**src/rtl/proc4_pkg.sv**
```systemverilog
// ---------------------------------------------------------------------------
// proc4_pkg
// Shared definitions for the simple4_proc front end.
//   - Instruction geometry: 11-bit word, [10:8] opcode, [7:4] addr, [3:0] data.
//   - Opcode constants understood by the downstream control FSM.
//   - Fetch state enum and the prefetch buffer entry layout.
// No ports (package).
// ---------------------------------------------------------------------------
package proc4_pkg;

    localparam int INSTR_W   = 11;
    localparam int PC_W      = 4;
    localparam int DEPTH     = 16;
    localparam int BUF_DEPTH = 2;

    localparam int OPC_MSB  = 10;
    localparam int OPC_LSB  = 8;
    localparam int ADDR_MSB = 7;
    localparam int ADDR_LSB = 4;
    localparam int DATA_MSB = 3;
    localparam int DATA_LSB = 0;

    localparam logic [2:0] OP_STO  = 3'b000;
    localparam logic [2:0] OP_ADD  = 3'b001;
    localparam logic [2:0] OP_SUB  = 3'b010;
    localparam logic [2:0] OP_NOT  = 3'b011;
    localparam logic [2:0] OP_HALT = 3'b111;

    typedef enum logic [1:0] {
        IDLE,
        RUN,
        DRAIN,
        HALTED
    } fetch_state_t;

    // One prefetch buffer slot: the fetch address travels with its word
    typedef struct packed {
        logic [PC_W-1:0]    pc;
        logic [INSTR_W-1:0] instr;
    } buf_entry_t;

    // True when the word terminates the program
    function automatic logic is_halt(input logic [INSTR_W-1:0] word);
        return word[OPC_MSB:OPC_LSB] == OP_HALT;
    endfunction

endpackage

```
**src/rtl/fetch_buf2.sv**
```systemverilog
// ---------------------------------------------------------------------------
// fetch_buf2
// Two-entry FIFO carrying {pc, instr} between the program memory read port
// and the consumer handshake. Slot 0 is always the head, so the head fields
// come straight from a register and stay stable while not popped.
// Ports:
//   clk, reset        clock, asynchronous active-high reset
//   flush             discard all entries this cycle (wins over push/pop)
//   push, push_pc,    write a new entry at the tail
//   push_instr
//   pop               remove the head (ignored when empty)
//   head_valid        buffer holds at least one entry
//   head_pc,          head entry fields
//   head_instr
//   count             number of entries held (0..2)
// ---------------------------------------------------------------------------
module fetch_buf2
    import proc4_pkg::*;
(
    input  logic               clk,
    input  logic               reset,
    input  logic               flush,
    input  logic               push,
    input  logic [PC_W-1:0]    push_pc,
    input  logic [INSTR_W-1:0] push_instr,
    input  logic               pop,
    output logic               head_valid,
    output logic [PC_W-1:0]    head_pc,
    output logic [INSTR_W-1:0] head_instr,
    output logic [1:0]         count
);

    buf_entry_t slot0_q, slot0_d;
    buf_entry_t slot1_q, slot1_d;
    logic [1:0] count_q, count_d;
    logic [1:0] after_pop;
    buf_entry_t new_entry;

    // Pop is applied first so that a push into a full buffer lands in the
    // slot that the same-cycle pop just freed.
    always_comb begin
        slot0_d   = slot0_q;
        slot1_d   = slot1_q;
        count_d   = count_q;
        after_pop = count_q;
        new_entry = '{pc: push_pc, instr: push_instr};

        if (pop && (count_q != 2'd0)) begin
            slot0_d   = slot1_q;
            after_pop = count_q - 2'd1;
        end

        if (push) begin
            if (after_pop == 2'd0) begin
                slot0_d = new_entry;
            end else begin
                slot1_d = new_entry;
            end
            count_d = after_pop + 2'd1;
        end else begin
            count_d = after_pop;
        end

        if (flush) begin
            count_d = 2'd0;
        end
    end

    // Storage is cleared on reset so the head fields read as zero afterwards
    always_ff @(posedge clk or posedge reset) begin
        if (reset) begin
            slot0_q <= '0;
            slot1_q <= '0;
            count_q <= 2'd0;
        end else begin
            slot0_q <= slot0_d;
            slot1_q <= slot1_d;
            count_q <= count_d;
        end
    end

    assign head_valid = (count_q != 2'd0);
    assign head_pc    = slot0_q.pc;
    assign head_instr = slot0_q.instr;
    assign count      = count_q;

endmodule

```
**src/rtl/instr_fetch_unit.sv**
```systemverilog
// ---------------------------------------------------------------------------
// instr_fetch_unit
// Program store plus prefetch stage feeding the simple4_proc control FSM.
// A 16-word program is written while idle; start fetches sequentially from
// PC 0 through a synchronous read port into a 2-entry buffer, and the head
// is offered on a valid/ready handshake. A HALT word stops fetching, is
// dropped, and the unit reports halted once the buffer has drained.
// Ports:
//   clk, reset                 clock, asynchronous active-high reset
//   load_we/load_addr/load_data program write port (IDLE/HALTED only)
//   start                      begin execution at PC 0 (IDLE/HALTED only)
//   instr_valid/instr_ready    head handshake
//   instr_opcode/addr/data     decoded head fields
//   instr_pc                   fetch address of the head
//   busy                       running or draining
//   halted                     HALT reached and buffer empty
//   redirect_valid/redirect_pc flush and restart fetch at redirect_pc
//                              (present only with IFETCH_REDIRECT_EN)
// Optional feature macro: IFETCH_REDIRECT_EN
// ---------------------------------------------------------------------------
module instr_fetch_unit
    import proc4_pkg::*;
(
    input  logic               clk,
    input  logic               reset,
    input  logic               load_we,
    input  logic [PC_W-1:0]    load_addr,
    input  logic [INSTR_W-1:0] load_data,
    input  logic               start,
`ifdef IFETCH_REDIRECT_EN
    input  logic               redirect_valid,
    input  logic [PC_W-1:0]    redirect_pc,
`endif
    output logic               instr_valid,
    input  logic               instr_ready,
    output logic [2:0]         instr_opcode,
    output logic [3:0]         instr_addr,
    output logic [3:0]         instr_data,
    output logic [PC_W-1:0]    instr_pc,
    output logic               busy,
    output logic               halted
);

    logic [INSTR_W-1:0] mem [DEPTH];
    logic [INSTR_W-1:0] rd_data_q;

    fetch_state_t    state_q, state_d;
    logic [PC_W-1:0] pc_q, pc_d;
    logic            in_flight_q, in_flight_d;
    logic            busy_q, busy_d;
    logic            halted_q, halted_d;

    logic               loadable;
    logic               mem_we;
    logic               ret_halt;
    logic               push;
    logic               pop;
    logic               issue;
    logic [1:0]         occupancy;
    logic               redirect;
    logic [PC_W-1:0]    redirect_target;
    logic               buf_valid;
    logic [PC_W-1:0]    buf_pc;
    logic [INSTR_W-1:0] buf_instr;
    logic [1:0]         buf_count;

`ifdef IFETCH_REDIRECT_EN
    assign redirect        = redirect_valid && ((state_q == RUN) || (state_q == DRAIN));
    assign redirect_target = redirect_pc;
`else
    assign redirect        = 1'b0;
    assign redirect_target = '0;
`endif

    // Next-state logic. The issue gate counts the slot freed by a same-cycle
    // pop; without that, a steady ready=1 stream would stall every other
    // cycle. The invariant entries + in_flight <= 2 still holds because the
    // popped slot is gone at the same edge the new read is issued.
    always_comb begin
        state_d     = state_q;
        pc_d        = pc_q;
        in_flight_d = in_flight_q;
        issue       = 1'b0;

        loadable  = (state_q == IDLE) || (state_q == HALTED);
        mem_we    = loadable && load_we;
        ret_halt  = in_flight_q && is_halt(rd_data_q);
        pop       = buf_valid && instr_ready && !redirect;
        push      = in_flight_q && !ret_halt && !redirect;
        occupancy = buf_count + {1'b0, in_flight_q} - {1'b0, pop};

        case (state_q)
            IDLE, HALTED: begin
                if (start) begin
                    state_d     = RUN;
                    pc_d        = '0;
                    in_flight_d = 1'b0;
                end
            end
            RUN: begin
                if (redirect) begin
                    pc_d        = redirect_target;
                    in_flight_d = 1'b0;
                end else if (ret_halt) begin
                    state_d     = DRAIN;
                    in_flight_d = 1'b0;
                end else begin
                    issue       = (occupancy < 2'(BUF_DEPTH));
                    in_flight_d = issue;
                    pc_d        = pc_q + {{(PC_W-1){1'b0}}, issue};
                end
            end
            DRAIN: begin
                if (redirect) begin
                    state_d     = RUN;
                    pc_d        = redirect_target;
                    in_flight_d = 1'b0;
                end else if (buf_count == 2'd0) begin
                    state_d = HALTED;
                end
            end
            default: begin
                state_d = IDLE;
            end
        endcase

        busy_d   = (state_d == RUN) || (state_d == DRAIN);
        halted_d = (state_d == HALTED);
    end

    // Control state and the registered status outputs
    always_ff @(posedge clk or posedge reset) begin
        if (reset) begin
            state_q     <= IDLE;
            pc_q        <= '0;
            in_flight_q <= 1'b0;
            busy_q      <= 1'b0;
            halted_q    <= 1'b0;
        end else begin
            state_q     <= state_d;
            pc_q        <= pc_d;
            in_flight_q <= in_flight_d;
            busy_q      <= busy_d;
            halted_q    <= halted_d;
        end
    end

    // Program memory with a registered read port. Contents survive reset;
    // rd_data_q needs no reset because in_flight_q qualifies it.
    always_ff @(posedge clk) begin
        if (mem_we) begin
            mem[load_addr] <= load_data;
        end
        if (issue) begin
            rd_data_q <= mem[pc_q];
        end
    end

    fetch_buf2 u_buf (
        .clk        (clk),
        .reset      (reset),
        .flush      (redirect),
        .push       (push),
        .push_pc    (pc_q - {{(PC_W-1){1'b0}}, 1'b1}),
        .push_instr (rd_data_q),
        .pop        (pop),
        .head_valid (buf_valid),
        .head_pc    (buf_pc),
        .head_instr (buf_instr),
        .count      (buf_count)
    );

    assign instr_valid  = buf_valid;
    assign instr_opcode = buf_instr[OPC_MSB:OPC_LSB];
    assign instr_addr   = buf_instr[ADDR_MSB:ADDR_LSB];
    assign instr_data   = buf_instr[DATA_MSB:DATA_LSB];
    assign instr_pc     = buf_pc;
    assign busy         = busy_q;
    assign halted       = halted_q;

endmodule
```
**config.mk**
```make
export PLATFORM = sky130hd
export DESIGN_NAME = instr_fetch_unit
export DESIGN_NICKNAME = d
export VERILOG_FILES = /design/src/rtl/proc4_pkg.sv /design/src/rtl/fetch_buf2.sv /design/src/rtl/instr_fetch_unit.sv
export SDC_FILE = /design/constraint.sdc
export NUM_CORES = 1
export LEC_CHECK = 0
export CAP_MARGIN = 20
export CELL_PAD_IN_SITES_DETAIL_PLACEMENT = 1
export CELL_PAD_IN_SITES_GLOBAL_PLACEMENT = 1
export CORE_MARGIN = 1
export CORE_UTILIZATION = 45
export CTS_CLUSTER_SIZE = 30
export DETAILED_ROUTE_END_ITERATION = 8
export PLACE_DENSITY_LB_ADDON = 0.1
export SKIP_CTS_REPAIR_TIMING = 1
export SLEW_MARGIN = 20
export SYNTH_ARGS = -nofsm -noshare
export SYNTH_HDL_FRONTEND = slang
export SYNTH_SLANG_ARGS = --single-unit
```
**constraint.sdc**
```tcl
create_clock -name clk -period 2.6 [get_ports clk]
set_input_delay 0.65 -clock clk [delete_from_list [all_inputs] [get_ports clk]]
set_output_delay 0.65 -clock clk [all_outputs]
set_load 0.1 [all_outputs]
```
==> results.cfg <==
[worst_hold_path]
hp-start = u_buf.slot1_q[12]
hold_class = reg2reg

[logic_synthesis]
ys_ff_latch = 228
synth_nets = 512
yosys-top-cells-area = edfxtp_1 (62%), dfrtp_1 (11%), mux4_2 (6.7%)
synth-main-ff-cell = edfxtp_1
synthArstFlopShare_pct = 18.0
synth_area_sq_mm = 0.00912
synth-edff-count = 187
yosys.area.top_type = edfxtp_1
yosysMostFrequentCell = edfxtp_1
syn_avg_cell_area_sq_um = 18.9
ys_types = 39
syn_inst = 482
synth.top_cell.area_share_pct = 61.6
synthTopCellsByCount = edfxtp_1 (187), dfrtp_1 (41), nor2_1 (30)
seq_area_frac_synth_pct = 72.8
yosysWarnings = 0

[layout]
syn2layout_area_growth_pct = 17.8
final_util_pct = 54.7
diodes = 0
nets = 589
drive_gt1_share_pct = 24.4

[global_routing]
grt.total_usage_pct = 18.7
antenna_found_initial = 0
grt_pass1_vias = 4982
grt_start_max_net_pins = 42
grt-ovfl-total = 0
grt_pass1_wl_um = 28600

[route]
wl_per_cell_um = 21.8
drc = 0
routed_via_density = 5.50
firstDrtPassIters = 5
drt-initial-drc-count = 302
vias = 4637
ant_nets = 0
routed_wl_um = 18400

[critical_path]
endpoint_kind = flop
max_stage_delay_ns = 0.39
crit_path_frequent_cell = ha_1
worstReg2RegStart = u_buf.count[1]
startpoint = u_buf.count[1]
critical_path.max_fanout = 3
crit_arrival_ns = 2.77
slowest_stage = dfrtp_1
path_cells = inv_1, ha_1, nor2b_2, ha_1, nor2b_1, xnor2_1, ha_1, nand4_1, or3_1, nand3_1
worstSetupStartpointType = flop
cp.required_ns = 3.04
critPathKind = reg2reg

[power]
power_mw = 11.8
leakagePower_nw = 3.75
vdd_drop_max_mv = 0.632
power_density_mw_per_mm2 = 1090

[flow_run]
maxCapViolCount = 0

[sta]
skew_ns = 0.00669
slew_violations = 0
finalHoldViolCount = 0
holdWs_ns = 0.495
worst_pin_slew_ns = 1.09
rsz0062_at_grt = no
maxSlewHeadroom_pct = 27.0
setup_viol = 0
maxClockFrequency_mhz = 430
fin_crit_sh_pct = 89.4
fin_crit_ns = 2.33

[die]
num_io_pins = 38
rows = 51
fp.dieH_um = 144
coreArea_sq_mm = 0.0197
start_util_pct = 46.4
die_w_um = 144
die-area_sq_mm = 0.0208

[clock_network]
clockBufferDepth = 3
cts_buffers = 25
clk_latency_ns = 0.51
clk_pin_slew_ns = 0.06
cts_sinks = 228
cts_max_level = 1
cts_root_buf = clkbuf_16
cts_tree = done

[place]
gp_congestion = 0.739
io_buffers = 37
place_hpwl_um = 12200

[run_status]
status = finished, final reports clean
[final timing paths]
kind,endpoint,slack (ns),cells past startpoint
hold / removal,u_buf.slot1_q[12],0.49,2
setup reg to reg,pc_q[3],0.27,10
min in group asynchronous,halted,0.57,3
setup / recovery,pc_q[3],0.27,10
max in group asynchronous,pc_q[0],1.62,3
hold reg to reg,u_buf.slot1_q[12],0.49,2
[per-layer routing]
metal	GRT usage, %	wire length [um]	vias up
li1	-	-	2079
met1	25.6	8280	2436
met2	31.3	9030	101
met3	3.21	809	21
met4	4.16	274	0
met5	0	0	-
[critical path: cells and delay by family, from the launching register on]
| kind | cells | cell delay, ns |
|---|---|---|
| AND/OR/NAND/NOR | 5 | 0.90 |
| adder cells (fa/ha/maj) | 3 | 0.73 |
| flip-flops | 1 | 0.39 |
| XOR/XNOR | 1 | 0.19 |
| buffers and inverters | 1 | 0.06 |
[per-stage QoR]
stage          std cells  TNS, ns  setup slack [ns]  cell area, sq um
6_report             843        0             0.275             10700
2_1_floorplan        482        0            0.0486              9120
3_5_place_dp         797   -0.429            -0.181              9990
3_3_place_gp         797  -0.0713           -0.0641              9990
4_1_cts              843        0             0.220             10700
5_1_grt              843        0             0.112             10700
[where the power goes]
part / switching (mW) / leakage (nW) / internal (mW)
clock network: 1.35 / 0.361 / 1.89
registers: 0.338 / 2.18 / 4.50
logic: 2.28 / 1.21 / 1.40
[final cells by class]
| class | count | area (sq um) |
|---|---|---|
| flip-flops and latches | 228 | 6640 |
| inverters | 11 | 41.3 |
| clock buffers | 37 | 671 |
| fillers | 1806 | 8910 |
| clock inverters | 9 | 75.1 |
| repair buffers | 72 | 676 |
| well taps | 265 | 332 |
| multi-input cells | 221 | 2300 |
[flip-flops by register name (all words and copies together) (netlist names)]
register,count
busy,1
mem,176
u_buf.head_pc,4
u_buf.head_instr,11
pc_q,4
state_q,2
in_flight_q,1
u_buf.count,2
rd_data_q,11
halted,1
u_buf.slot1_q,15
[kinds of logic after synthesis]
group / share of synthesized area (%)
flops: 72.8
simple gates: 4.19
mux: 15.1
compound gates: 4.12
buf+inv: 1.95
fa+ha+maj: 1.37
xor+xnor: 0.480
[placed cells by master (no fill, tap or decap), types with 2 or more instances in the layout]
cell	count
a21oi_1	16
a22oi_1	11
a22oi_2	11
a32o_1	2
buf_12	7
buf_4	46
clkbuf_1	12
clkbuf_16	25
clkdlybuf4s50_1	19
clkinv_1	5
clkinv_2	2
dfrtp_1	39
dfrtp_2	2
edfxtp_1	187
ha_1	10
inv_1	10
mux2_2	15
mux2i_1	15
mux4_1	17
mux4_2	27
nand2_1	23
nand2b_1	4
nand3_1	6
nand4_1	3
nor2_1	30
nor2b_1	3
nor2b_2	2
nor3_1	5
o21ai_0	5
or3_1	2
xor2_1	4
Note: power is estimated with default switching activity, not from simulation.
